File: src/rtl/acc_data_router_if.sv
// acc_data_router_if: PLA enable/done handshakes, shared-memory port and accelerator stream
// of acc_data_router. The router connects through modport master.
interface acc_data_router_if #(
    parameter int DATA_W = 32,
    parameter int ADDR_W = 10
);
    logic              fft_enable;
    logic              fir_enable;
    logic              iir_enable;
    logic [ADDR_W-1:0] mem_addr;
    logic              mem_rd_en;
    logic [DATA_W-1:0] mem_rdata;
    logic              mem_wr_en;
    logic [DATA_W-1:0] mem_wdata;
    logic [1:0]        acc_sel;
    logic [DATA_W-1:0] acc_in_data;
    logic              acc_in_valid;
    logic [DATA_W-1:0] acc_out_data;
    logic              acc_out_valid;
    logic              fft_read_done;
    logic              fft_write_done;
    logic              fir_read_done;
    logic              fir_write_done;
    logic              iir_read_done;
    logic              iir_write_done;

    modport master (
        input  fft_enable, fir_enable, iir_enable, mem_rdata, acc_out_data, acc_out_valid,
        output mem_addr, mem_rd_en, mem_wr_en, mem_wdata, acc_sel, acc_in_data, acc_in_valid,
               fft_read_done, fft_write_done, fir_read_done, fir_write_done,
               iir_read_done, iir_write_done
    );

    modport slave (
        output fft_enable, fir_enable, iir_enable, mem_rdata, acc_out_data, acc_out_valid,
        input  mem_addr, mem_rd_en, mem_wr_en, mem_wdata, acc_sel, acc_in_data, acc_in_valid,
               fft_read_done, fft_write_done, fir_read_done, fir_write_done,
               iir_read_done, iir_write_done
    );
endinterface

File: src/rtl/acc_data_router.sv
// acc_data_router: streams a job's input block from shared memory into the selected accelerator,
// then writes its results back. Define ROUTER_ERR_EN to add the sticky protocol-error output err.
module acc_data_router #(
    parameter int DATA_W  = 32,
    parameter int ADDR_W  = 10,
    parameter int RD_BASE = 0,
    parameter int WR_BASE = 512,
    parameter int FFT_LEN = 16,
    parameter int FIR_LEN = 8,
    parameter int IIR_LEN = 8
) (
    input  logic              clk,
    input  logic              reset,
    acc_data_router_if.master bus
`ifdef ROUTER_ERR_EN
    ,
    output logic              err
`endif
);
    localparam int MAX_LEN = (FFT_LEN > FIR_LEN) ? ((FFT_LEN > IIR_LEN) ? FFT_LEN : IIR_LEN)
                                                 : ((FIR_LEN > IIR_LEN) ? FIR_LEN : IIR_LEN);
    localparam int CNT_W = $clog2(MAX_LEN) + 1;
    localparam logic [ADDR_W-1:0] RD_BASE_A = ADDR_W'(RD_BASE);
    localparam logic [ADDR_W-1:0] WR_BASE_A = ADDR_W'(WR_BASE);

    typedef enum logic [2:0] {S_IDLE, S_READ, S_DRAIN, S_WRITE, S_DONE} state_t;

    state_t            r_state, w_state_nxt;
    logic [1:0]        r_sel, w_sel_nxt;
    logic [CNT_W-1:0]  r_len, w_len_nxt;
    logic [CNT_W-1:0]  r_rcnt, w_rcnt_nxt;
    logic [CNT_W-1:0]  r_wcnt, w_wcnt_nxt;
    logic [ADDR_W-1:0] r_addr, w_addr_nxt;
    logic              r_rd_en, w_rd_en_nxt;
    logic              r_rd_pend, w_rd_pend_nxt;
    logic              r_wr_en, w_wr_en_nxt;
    logic [DATA_W-1:0] r_wdata, w_wdata_nxt;
    logic              r_in_valid, w_in_valid_nxt;
    logic [DATA_W-1:0] r_in_data, w_in_data_nxt;
    logic [2:0]        r_rd_done, w_rd_done_nxt;
    logic [2:0]        r_wr_done, w_wr_done_nxt;
    logic              w_any;
    logic              w_sel_en;
    logic [2:0]        w_job_mask;

    assign w_any      = bus.fft_enable | bus.fir_enable | bus.iir_enable;
    assign w_job_mask = {r_sel == 2'd3, r_sel == 2'd2, r_sel == 2'd1};
    assign w_sel_en   = |(w_job_mask & {bus.iir_enable, bus.fir_enable, bus.fft_enable});

    always_ff @(posedge clk) begin
        if (reset) r_state <= S_IDLE;
        else       r_state <= w_state_nxt;
    end

    // Any drop of the latched enable outside IDLE/DONE is an abort.
    always_comb begin
        w_state_nxt = r_state;
        case (r_state)
            S_IDLE:  if (w_any) w_state_nxt = S_READ;
            S_READ:  if (!w_sel_en) w_state_nxt = S_IDLE;
                     else if (r_rcnt == r_len - CNT_W'(1)) w_state_nxt = S_DRAIN;
            S_DRAIN: w_state_nxt = w_sel_en ? S_WRITE : S_IDLE;
            S_WRITE: if (!w_sel_en) w_state_nxt = S_IDLE;
                     else if (r_wcnt == r_len) w_state_nxt = S_DONE;
            S_DONE:  if (!w_sel_en) w_state_nxt = S_IDLE;
            default: w_state_nxt = S_IDLE;
        endcase
    end

    always_comb begin
        w_sel_nxt      = r_sel;
        w_len_nxt      = r_len;
        w_rcnt_nxt     = r_rcnt;
        w_wcnt_nxt     = r_wcnt;
        w_addr_nxt     = r_addr;
        w_rd_en_nxt    = 1'b0;
        w_rd_pend_nxt  = r_rd_en;
        w_wr_en_nxt    = 1'b0;
        w_wdata_nxt    = r_wdata;
        w_in_valid_nxt = r_rd_pend;
        w_in_data_nxt  = r_rd_pend ? bus.mem_rdata : r_in_data;
        w_rd_done_nxt  = r_rd_done;
        w_wr_done_nxt  = r_wr_done;
        case (r_state)
            S_IDLE: if (w_any) begin
                if (bus.fft_enable) begin
                    w_sel_nxt = 2'd1;
                    w_len_nxt = CNT_W'(FFT_LEN);
                end else if (bus.fir_enable) begin
                    w_sel_nxt = 2'd2;
                    w_len_nxt = CNT_W'(FIR_LEN);
                end else begin
                    w_sel_nxt = 2'd3;
                    w_len_nxt = CNT_W'(IIR_LEN);
                end
                w_rcnt_nxt  = '0;
                w_wcnt_nxt  = '0;
                w_addr_nxt  = RD_BASE_A;
                w_rd_en_nxt = 1'b1;
            end
            S_READ: if (w_state_nxt == S_READ) begin
                w_rcnt_nxt  = r_rcnt + CNT_W'(1);
                w_addr_nxt  = RD_BASE_A + ADDR_W'(w_rcnt_nxt);
                w_rd_en_nxt = 1'b1;
            end
            S_DRAIN: if (w_state_nxt == S_WRITE) w_rd_done_nxt = r_rd_done | w_job_mask;
            S_WRITE: begin
                if (w_state_nxt == S_DONE) begin
                    w_wr_done_nxt = r_wr_done | w_job_mask;
                end else if (w_state_nxt == S_WRITE && bus.acc_out_valid) begin
                    w_wr_en_nxt = 1'b1;
                    w_addr_nxt  = WR_BASE_A + ADDR_W'(r_wcnt);
                    w_wdata_nxt = bus.acc_out_data;
                    w_wcnt_nxt  = r_wcnt + CNT_W'(1);
                end
            end
            default: ;
        endcase
        // Returning to IDLE (job finished or aborted) drops every strobe and handshake,
        // including the beat of a read still in flight.
        if (w_state_nxt == S_IDLE) begin
            w_sel_nxt      = 2'd0;
            w_rd_en_nxt    = 1'b0;
            w_rd_pend_nxt  = 1'b0;
            w_wr_en_nxt    = 1'b0;
            w_in_valid_nxt = 1'b0;
            w_rd_done_nxt  = '0;
            w_wr_done_nxt  = '0;
        end
    end

    always_ff @(posedge clk) begin
        if (reset) begin
            r_sel      <= '0;
            r_len      <= '0;
            r_rcnt     <= '0;
            r_wcnt     <= '0;
            r_addr     <= '0;
            r_rd_en    <= 1'b0;
            r_rd_pend  <= 1'b0;
            r_wr_en    <= 1'b0;
            r_wdata    <= '0;
            r_in_valid <= 1'b0;
            r_in_data  <= '0;
            r_rd_done  <= '0;
            r_wr_done  <= '0;
        end else begin
            r_sel      <= w_sel_nxt;
            r_len      <= w_len_nxt;
            r_rcnt     <= w_rcnt_nxt;
            r_wcnt     <= w_wcnt_nxt;
            r_addr     <= w_addr_nxt;
            r_rd_en    <= w_rd_en_nxt;
            r_rd_pend  <= w_rd_pend_nxt;
            r_wr_en    <= w_wr_en_nxt;
            r_wdata    <= w_wdata_nxt;
            r_in_valid <= w_in_valid_nxt;
            r_in_data  <= w_in_data_nxt;
            r_rd_done  <= w_rd_done_nxt;
            r_wr_done  <= w_wr_done_nxt;
        end
    end

    assign bus.mem_addr       = r_addr;
    assign bus.mem_rd_en      = r_rd_en;
    assign bus.mem_wr_en      = r_wr_en;
    assign bus.mem_wdata      = r_wdata;
    assign bus.acc_sel        = r_sel;
    assign bus.acc_in_data    = r_in_data;
    assign bus.acc_in_valid   = r_in_valid;
    assign bus.fft_read_done  = r_rd_done[0];
    assign bus.fir_read_done  = r_rd_done[1];
    assign bus.iir_read_done  = r_rd_done[2];
    assign bus.fft_write_done = r_wr_done[0];
    assign bus.fir_write_done = r_wr_done[1];
    assign bus.iir_write_done = r_wr_done[2];

`ifdef ROUTER_ERR_EN
    logic r_err;
    logic w_err_hit;

    assign w_err_hit = (r_state == S_IDLE &&
                        ((bus.fft_enable & bus.fir_enable) | (bus.fft_enable & bus.iir_enable) |
                         (bus.fir_enable & bus.iir_enable))) ||
                       (bus.acc_out_valid && r_state != S_WRITE);

    always_ff @(posedge clk) begin
        if (reset)          r_err <= 1'b0;
        else if (w_err_hit) r_err <= 1'b1;
    end

    assign err = r_err;
`endif
endmodule

File: src/flat_wrapper.sv
// flat-port wrapper written by rule: the top's interface ports become plain ports
module acc_data_router_flat 
#(
    parameter int DATA_W  = 32,
    parameter int ADDR_W  = 10,
    parameter int RD_BASE = 0,
    parameter int WR_BASE = 512,
    parameter int FFT_LEN = 16,
    parameter int FIR_LEN = 8,
    parameter int IIR_LEN = 8
)
  (clk, reset, bus_fft_enable, bus_fir_enable, bus_iir_enable, bus_mem_rdata, bus_acc_out_data, bus_acc_out_valid, bus_mem_addr, bus_mem_rd_en, bus_mem_wr_en, bus_mem_wdata, bus_acc_sel, bus_acc_in_data, bus_acc_in_valid, bus_fft_read_done, bus_fft_write_done, bus_fir_read_done, bus_fir_write_done, bus_iir_read_done, bus_iir_write_done);
  acc_data_router_if #(.DATA_W(DATA_W), .ADDR_W(ADDR_W)) bus_i ();
  input  logic clk;
  input  logic reset;
  input wire logic [$bits(bus_i.fft_enable)-1:0] bus_fft_enable;
  input wire logic [$bits(bus_i.fir_enable)-1:0] bus_fir_enable;
  input wire logic [$bits(bus_i.iir_enable)-1:0] bus_iir_enable;
  input wire logic [$bits(bus_i.mem_rdata)-1:0] bus_mem_rdata;
  input wire logic [$bits(bus_i.acc_out_data)-1:0] bus_acc_out_data;
  input wire logic [$bits(bus_i.acc_out_valid)-1:0] bus_acc_out_valid;
  output wire logic [$bits(bus_i.mem_addr)-1:0] bus_mem_addr;
  output wire logic [$bits(bus_i.mem_rd_en)-1:0] bus_mem_rd_en;
  output wire logic [$bits(bus_i.mem_wr_en)-1:0] bus_mem_wr_en;
  output wire logic [$bits(bus_i.mem_wdata)-1:0] bus_mem_wdata;
  output wire logic [$bits(bus_i.acc_sel)-1:0] bus_acc_sel;
  output wire logic [$bits(bus_i.acc_in_data)-1:0] bus_acc_in_data;
  output wire logic [$bits(bus_i.acc_in_valid)-1:0] bus_acc_in_valid;
  output wire logic [$bits(bus_i.fft_read_done)-1:0] bus_fft_read_done;
  output wire logic [$bits(bus_i.fft_write_done)-1:0] bus_fft_write_done;
  output wire logic [$bits(bus_i.fir_read_done)-1:0] bus_fir_read_done;
  output wire logic [$bits(bus_i.fir_write_done)-1:0] bus_fir_write_done;
  output wire logic [$bits(bus_i.iir_read_done)-1:0] bus_iir_read_done;
  output wire logic [$bits(bus_i.iir_write_done)-1:0] bus_iir_write_done;
  assign bus_i.fft_enable = bus_fft_enable;
  assign bus_i.fir_enable = bus_fir_enable;
  assign bus_i.iir_enable = bus_iir_enable;
  assign bus_i.mem_rdata = bus_mem_rdata;
  assign bus_i.acc_out_data = bus_acc_out_data;
  assign bus_i.acc_out_valid = bus_acc_out_valid;
  assign bus_mem_addr = bus_i.mem_addr;
  assign bus_mem_rd_en = bus_i.mem_rd_en;
  assign bus_mem_wr_en = bus_i.mem_wr_en;
  assign bus_mem_wdata = bus_i.mem_wdata;
  assign bus_acc_sel = bus_i.acc_sel;
  assign bus_acc_in_data = bus_i.acc_in_data;
  assign bus_acc_in_valid = bus_i.acc_in_valid;
  assign bus_fft_read_done = bus_i.fft_read_done;
  assign bus_fft_write_done = bus_i.fft_write_done;
  assign bus_fir_read_done = bus_i.fir_read_done;
  assign bus_fir_write_done = bus_i.fir_write_done;
  assign bus_iir_read_done = bus_i.iir_read_done;
  assign bus_iir_write_done = bus_i.iir_write_done;
  acc_data_router #(.DATA_W(DATA_W), .ADDR_W(ADDR_W), .RD_BASE(RD_BASE), .WR_BASE(WR_BASE), .FFT_LEN(FFT_LEN), .FIR_LEN(FIR_LEN), .IIR_LEN(IIR_LEN)) u_core (.clk(clk), .reset(reset), .bus(bus_i));
endmodule
File: config.mk
export PLATFORM = sky130hd
export DESIGN_NAME = acc_data_router_flat
export DESIGN_NICKNAME = d
export VERILOG_FILES = /design/src/rtl/acc_data_router_if.sv /design/src/rtl/acc_data_router.sv /design/src/flat_wrapper.sv
export SDC_FILE = /design/constraint.sdc
export NUM_CORES = 1
export LEC_CHECK = 0
export CAP_MARGIN = 5
export CORE_MARGIN = 10
export CORE_UTILIZATION = 31
export DETAILED_ROUTE_END_ITERATION = 8
export HOLD_SLACK_MARGIN = 0.12
export SYNTH_ARGS = -nofsm -noshare
export SYNTH_HDL_FRONTEND = slang
export SYNTH_SLANG_ARGS = --single-unit
File: constraint.sdc
create_clock -name clk -period 4.3 [get_ports clk]
set_clock_uncertainty 0.1 [all_clocks]
set_input_delay 0.645 -clock clk [delete_from_list [all_inputs] [get_ports clk]]
set_output_delay 0.645 -clock clk [all_outputs]
set_load 0.02 [all_outputs]
# Yosys cells after proc, flatten, opt, wreduce, memory -nomap -nowiden
# Cells that the tools add are included.
[word_totals]
in_bits = 70
out_inout_bits = 85
reg_bits = 104
elab_cells = 83
[classes]
mux = 26
eq_ne = 16
reduce_logical = 16
n_bitwise = 7
add_sub_neg = 4
[op_table]
columns = ["cell", "n"]
rows = [
  ["two-way mux 10 bit", 4],
  ["one-hot mux 10 bit (3 select lines)", 1],
  ["two-way mux 5 bit", 5],
  ["one-hot mux 5 bit (2 select lines)", 2],
  ["two-way mux 3 bit", 6],
  ["one-hot mux 3 bit (5 select lines)", 1],
  ["adder 10 x 5 -> 10 bit, first input constant", 1],
  ["adder 5 x 1 -> 5 bit, second input constant", 2],
  ["== test 5 bit", 2],
  ["== test 3 x 2 -> 1 bit, second input constant", 3],
  ["== test 3 x 1 -> 1 bit, second input constant", 2],
  ["== test 3 bit, second input constant", 2],
  ["zero test 3 bit", 2],
  ["!= test 2 x 1 -> 1 bit, second input constant", 3],
  ["bitwise OR 3 bit", 2],
  ["AND reduction 2 bit", 3],
  ["AND reduction 3 bit", 2],
  ["AND reduction 5 bit", 1],
  ["subtractor 5 x 1 -> 5 bit, second input constant", 1],
  ["== test 2 bit, second input constant", 2],
  ["two-way mux 1 bit", 4],
  ["two-way mux 2 bit", 2],
  ["AND reduction 4 bit", 1],
  ["nonzero test 2 bit", 2],
  ["11 further kinds", 13],
]

# Longest topological paths before layout
[logic_depth]
depth_word = 10
ltp_mapped = 9
ltp_nobuf = 8

# Worst setup path before layout
# Ideal clock, no wire load.
[synth_path]
path_kind = "in2reg"
start = "input port bus_iir_enable"
end = "register u_core.r_addr[2], in the netlist u_core.bus.mem_addr[2]"
setup_slack_ns = 1.970
stages = 7
t_arrival_ns = 2.151
setup_ns = 0.079
cell_sequence = "mux2i_1 > a21o_1 > or3_4 > a2111oi_4 > buf_6 > nor2_1 > a211oi_2"
[synth_between]
elab_chain_cells = 8
elab_cells_between_ends = 18
[synth_lines]
columns = ["item", "line", "text"]
rows = [
  ["from (decl)", "flat_wrapper.sv:18", "input wire logic [$bits(bus_i.iir_enable)-1:0] bus_iir_enable;"],
  ["bitwise AND 3 bit", "acc_data_router.sv:48", "assign w_sel_en = |(w_job_mask & {bus.iir_enable, bus.fir_enable, bus.fft_enable});"],
  ["OR reduction 3 bit", "acc_data_router.sv:48", ""],
  ["two-way mux 3 bit, or another cell as far along", "acc_data_router.sv:65", "S_DONE: if (!w_sel_en) w_state_nxt = S_IDLE;"],
  ["one-hot mux 3 bit (5 select lines)", "acc_data_router.sv:58", "case (r_state)"],
  ["== test 3 x 2 -> 1 bit", "acc_data_router.sv:110", "end else if (w_state_nxt == S_WRITE && bus.acc_out_valid) begin"],
  ["logical AND 1 bit", "acc_data_router.sv:110", ""],
  ["!= test 2 x 1 -> 1 bit (no line)", "n/a", ""],
  ["AND reduction 5 bit (no line) *", "n/a", ""],
  ["to (signal assigned)", "acc_data_router.sv:152", "r_addr <= w_addr_nxt;"],
  ["to (decl)", "acc_data_router.sv:33", "logic [ADDR_W-1:0] r_addr, w_addr_nxt;"],
]
# Mark *: on every way between the ends. The rest lies on a longest branch, timed or not.
# A chain may end at the register's enable or synchronous reset.

# Worst setup path in the final report
[layout_path]
start = "register u_core.r_state[2]"
end = "register u_core.r_wcnt[1]"
[layout_between]
elab_chain_cells = 7
elab_cells_between_ends = 21
[layout_lines]
columns = ["item", "line", "text"]
rows = [
  ["from (decl)", "acc_data_router.sv:28", "state_t r_state, w_state_nxt;"],
  ["from (signal assigned)", "acc_data_router.sv:52", "else r_state <= w_state_nxt;"],
  ["two-way mux 3 bit, on equally long branches", "acc_data_router.sv:64, acc_data_router.sv:61", ""],
  ["two-way mux 3 bit, on equally long branches", "acc_data_router.sv:63, acc_data_router.sv:60", ""],
  ["one-hot mux 3 bit (5 select lines)", "acc_data_router.sv:58", ""],
  ["== test 3 x 2 -> 1 bit", "acc_data_router.sv:110", ""],
  ["logical AND 1 bit", "acc_data_router.sv:110", ""],
  ["!= test 2 x 1 -> 1 bit (no line)", "n/a", ""],
  ["AND reduction 4 bit (no line)", "n/a", ""],
  ["to (signal assigned)", "acc_data_router.sv:151", "r_wcnt <= w_wcnt_nxt;"],
  ["to (decl)", "acc_data_router.sv:32", "logic [CNT_W-1:0] r_wcnt, w_wcnt_nxt;"],
]
# Parallel ways exist; a longest one is shown, timed or not.

==> results.tsv <==
metric	value	unit
status	complete, no violations	
Placer Congestion	0.791	
Setup WS post-layout	1.30	ns
CP Buf/Inv Count	1	
post-synth top area cell	dfxtp_1	
Post-Place Cells	704	
Final TNS setup	0	ns
nets@finish	641	
initial core utilization	31.8	%
Critical Path RT	4.47	ns
dpl ws	1.03	ns
crit path cell chain	nand2b_1 -> nor2_1 -> nand4_1 -> buf_4 -> a211oi_1 -> nand3_1 -> a21oi_1	
CP delay by family, top	simple AND/OR/NAND/NOR gates	
Placed Area	5400	µm²
total CTS buffers	9	
Cell Int Power	1.50	mW
count of max-cap constraint violations	0	
Hold Buf Count CTS	0	
Logic pwr share	11.9	%
DR WL/cell	15.7	µm
worst-path maximum fanout	36	
Hold Crit Depth	2	
most common cell after layout, fill and taps aside	clkdlybuf4s50_1	
slew margin rel.	32.6	%
Sink Count	97	
crit share post-route	69.7	%
Peak Freq	334	MHz
post-synthesis mux area share	9.45	%
syn avg cell area	8.85	µm²
simple-gate portion of the synthesized area	19.4	%
Power Density	345	nW/µm²
Initial DRT Pass Iterations	4	
GRT Total Usage	12.7	%
Synth Warn #	0	
Resized cells post-CTS	0	
DRT antenna net count	0	
CTS tree	built	
Finished Cell Area	5680	µm²
Skew-Pair Late Insertion Delay	0.33	ns
crit path time final	3.00	ns
Adder-Cell Fraction of Synth Area	0.984	%
commonest non-fill, non-tap cells in the layout	clkdlybuf4s50_1, dfxtp_1, nand2_1	
Syn Inst Count	431	
RSZ-0062 raised after global routing	false	
Psw	463	µW
Critical Path Start Type	flop	
initial antenna violation count	0	
Synth Area in Compound Gates	13.3	%
routed wire length	11300	µm
Via density	4.81	
Synth cell types	42	
DRC Markers	0	
Hold Vio Cnt, Final	0	
EDFF count, synth	0	
layout cells sized above 1	5.06	%
XOR/XNOR Fraction of Synth Area	1.38	%
worst vdd ir	159	µV
Slew @ Worst Pin	1.01	ns
vias in the first global route	3398	
R2R setup slack	1.30	ns
sequential area share after synthesis	50.9	%
worst-case reg-to-reg path depth	7	
Root Buffer	clkbuf_16	
I/O Buffers	150	
sequential share of power	48.2	%
Final Core Density	47.3	%
# diodes	0	
Chip Height	131	µm
worst hold margin	0.322	ns
CTS H-tree lvls	3	
largest family of logic cells by synthesized area	simple AND/OR/NAND/NOR gates	
Leakage	1.94	nW
max-slew violations	0	
# rows	40	
DR iter-0 viols	183	
critical path depth	7	
Post-Syn Area	3810	µm²
ranking of synthesized cells by area	dfxtp_1, mux2i_1, nand2_1	
top-area cell type share of the netlist area	50.9	%
largest net degree at the start of global routing	37	
clock share of power	39.8	%
die extent in x	131	µm
Detailed Place HPWL	8480	µm
via count	3462	
class of the most critical setup path	flop to flop	
Crit path arrival time	3.16	ns
Async SR Flop Fraction	0	%
Post-synth top flop	dfxtp_1	
Setup crit end kind	flop	
post-CTS setup buffers	0	
first-pass GRT wire length	17400	µm
post-route insts no fill	720	
Min-Delay Path Class	flop to flop	
critical path's slowest cell	a211oi_1	
Area Growth Syn to Fin	49.0	%
clock-pin slew on the worst setup and hold paths	0.06	ns
Pwr Total	1.96	mW
Die Area	17100	µm²
slowest cell delay on critical path	0.74	ns
Ports	155	
final setup violation count	0	
core area	12000	µm²
flops & latches, synth	97	
grt total ovfl	0	
Max clock buf depth	2	
Switching Fraction	23.6	%
[metal layers]
layer / up-vias / share of wire [%] / track usage (%)
met2: 109 / 45 / 20.0
li1: 1733 / - / -
met5: - / 0 / 0
met3: 13 / 8.7 / 5.08
met1: 1607 / 45 / 15.4
met4: 0 / 1.5 / 4.77
[cells in the mapped netlist (5+ instances only)]
library cell,count
nor2_1,68
inv_1,7
nor3_1,6
nand2b_1,5
dfxtp_1,97
nand3_1,7
a21oi_1,44
a211oi_1,7
mux2i_1,36
clkbuf_1,21
nand2_1,71
a311oi_1,5
[logic make-up after synthesis]
group           Yosys count
compound gates           77
xor+xnor                  6
fa+ha+maj                 3
buf+inv                  39
flops                    97
mux                      36
other cells               1
simple gates            172
[cell type report]
| class | instances | area (µm²) |
|---|---|---|
| multi-input combinational | 298 | 1710 |
| clock inverter | 5 | 56.3 |
| fill | 1170 | 6330 |
| sequential | 97 | 1940 |
| inverter | 8 | 30.0 |
| timing repair buffer | 154 | 1530 |
| tap | 147 | 184 |
| clock buffer | 11 | 233 |
[final timing paths]
kind | endpoint | start
max | u_core.r_wcnt[1] | u_core.r_state[2]
min | u_core.r_rd_pend | u_core.bus.mem_rd_en
max reg2reg | u_core.r_wcnt[1] | u_core.r_state[2]
min reg2reg | u_core.r_rd_pend | u_core.bus.mem_rd_en
[worst reg2reg max path: stages, from the launching register on]
cell and delay (ns):
dfxtp_1 0.44, nand2b_1 0.29, nor2_1 0.58, nand4_1 0.16, buf_4 0.28, a211oi_1 0.75
nand3_1 0.16, a21oi_1 0.17
[registers in the layout (all words and copies together), names as in the netlist]
register and cells:
u_core.bus.acc_in_data 32, u_core.bus.mem_wdata 32, u_core.bus.mem_addr 6, u_core.r_rcnt 5
u_core.r_wcnt 5, u_core.r_rd_done 3, u_core.r_state 3, u_core.r_wr_done 3
u_core.bus.acc_sel 2, u_core.r_len 2, u_core.bus.acc_in_valid 1, u_core.bus.mem_rd_en 1
u_core.bus.mem_wr_en 1, u_core.r_rd_pend 1
[power by group through the flow]
stage,sequential [mW],combinational (mW),clock [mW]
floorplan,0.977,0.104,0
global placement,0.965,0.232,0
detailed placement,0.965,0.235,0
CTS,0.945,0.236,0.813
global route,0.947,0.253,0.853
finish,0.945,0.234,0.780
(Power assumes the default switching activity.)
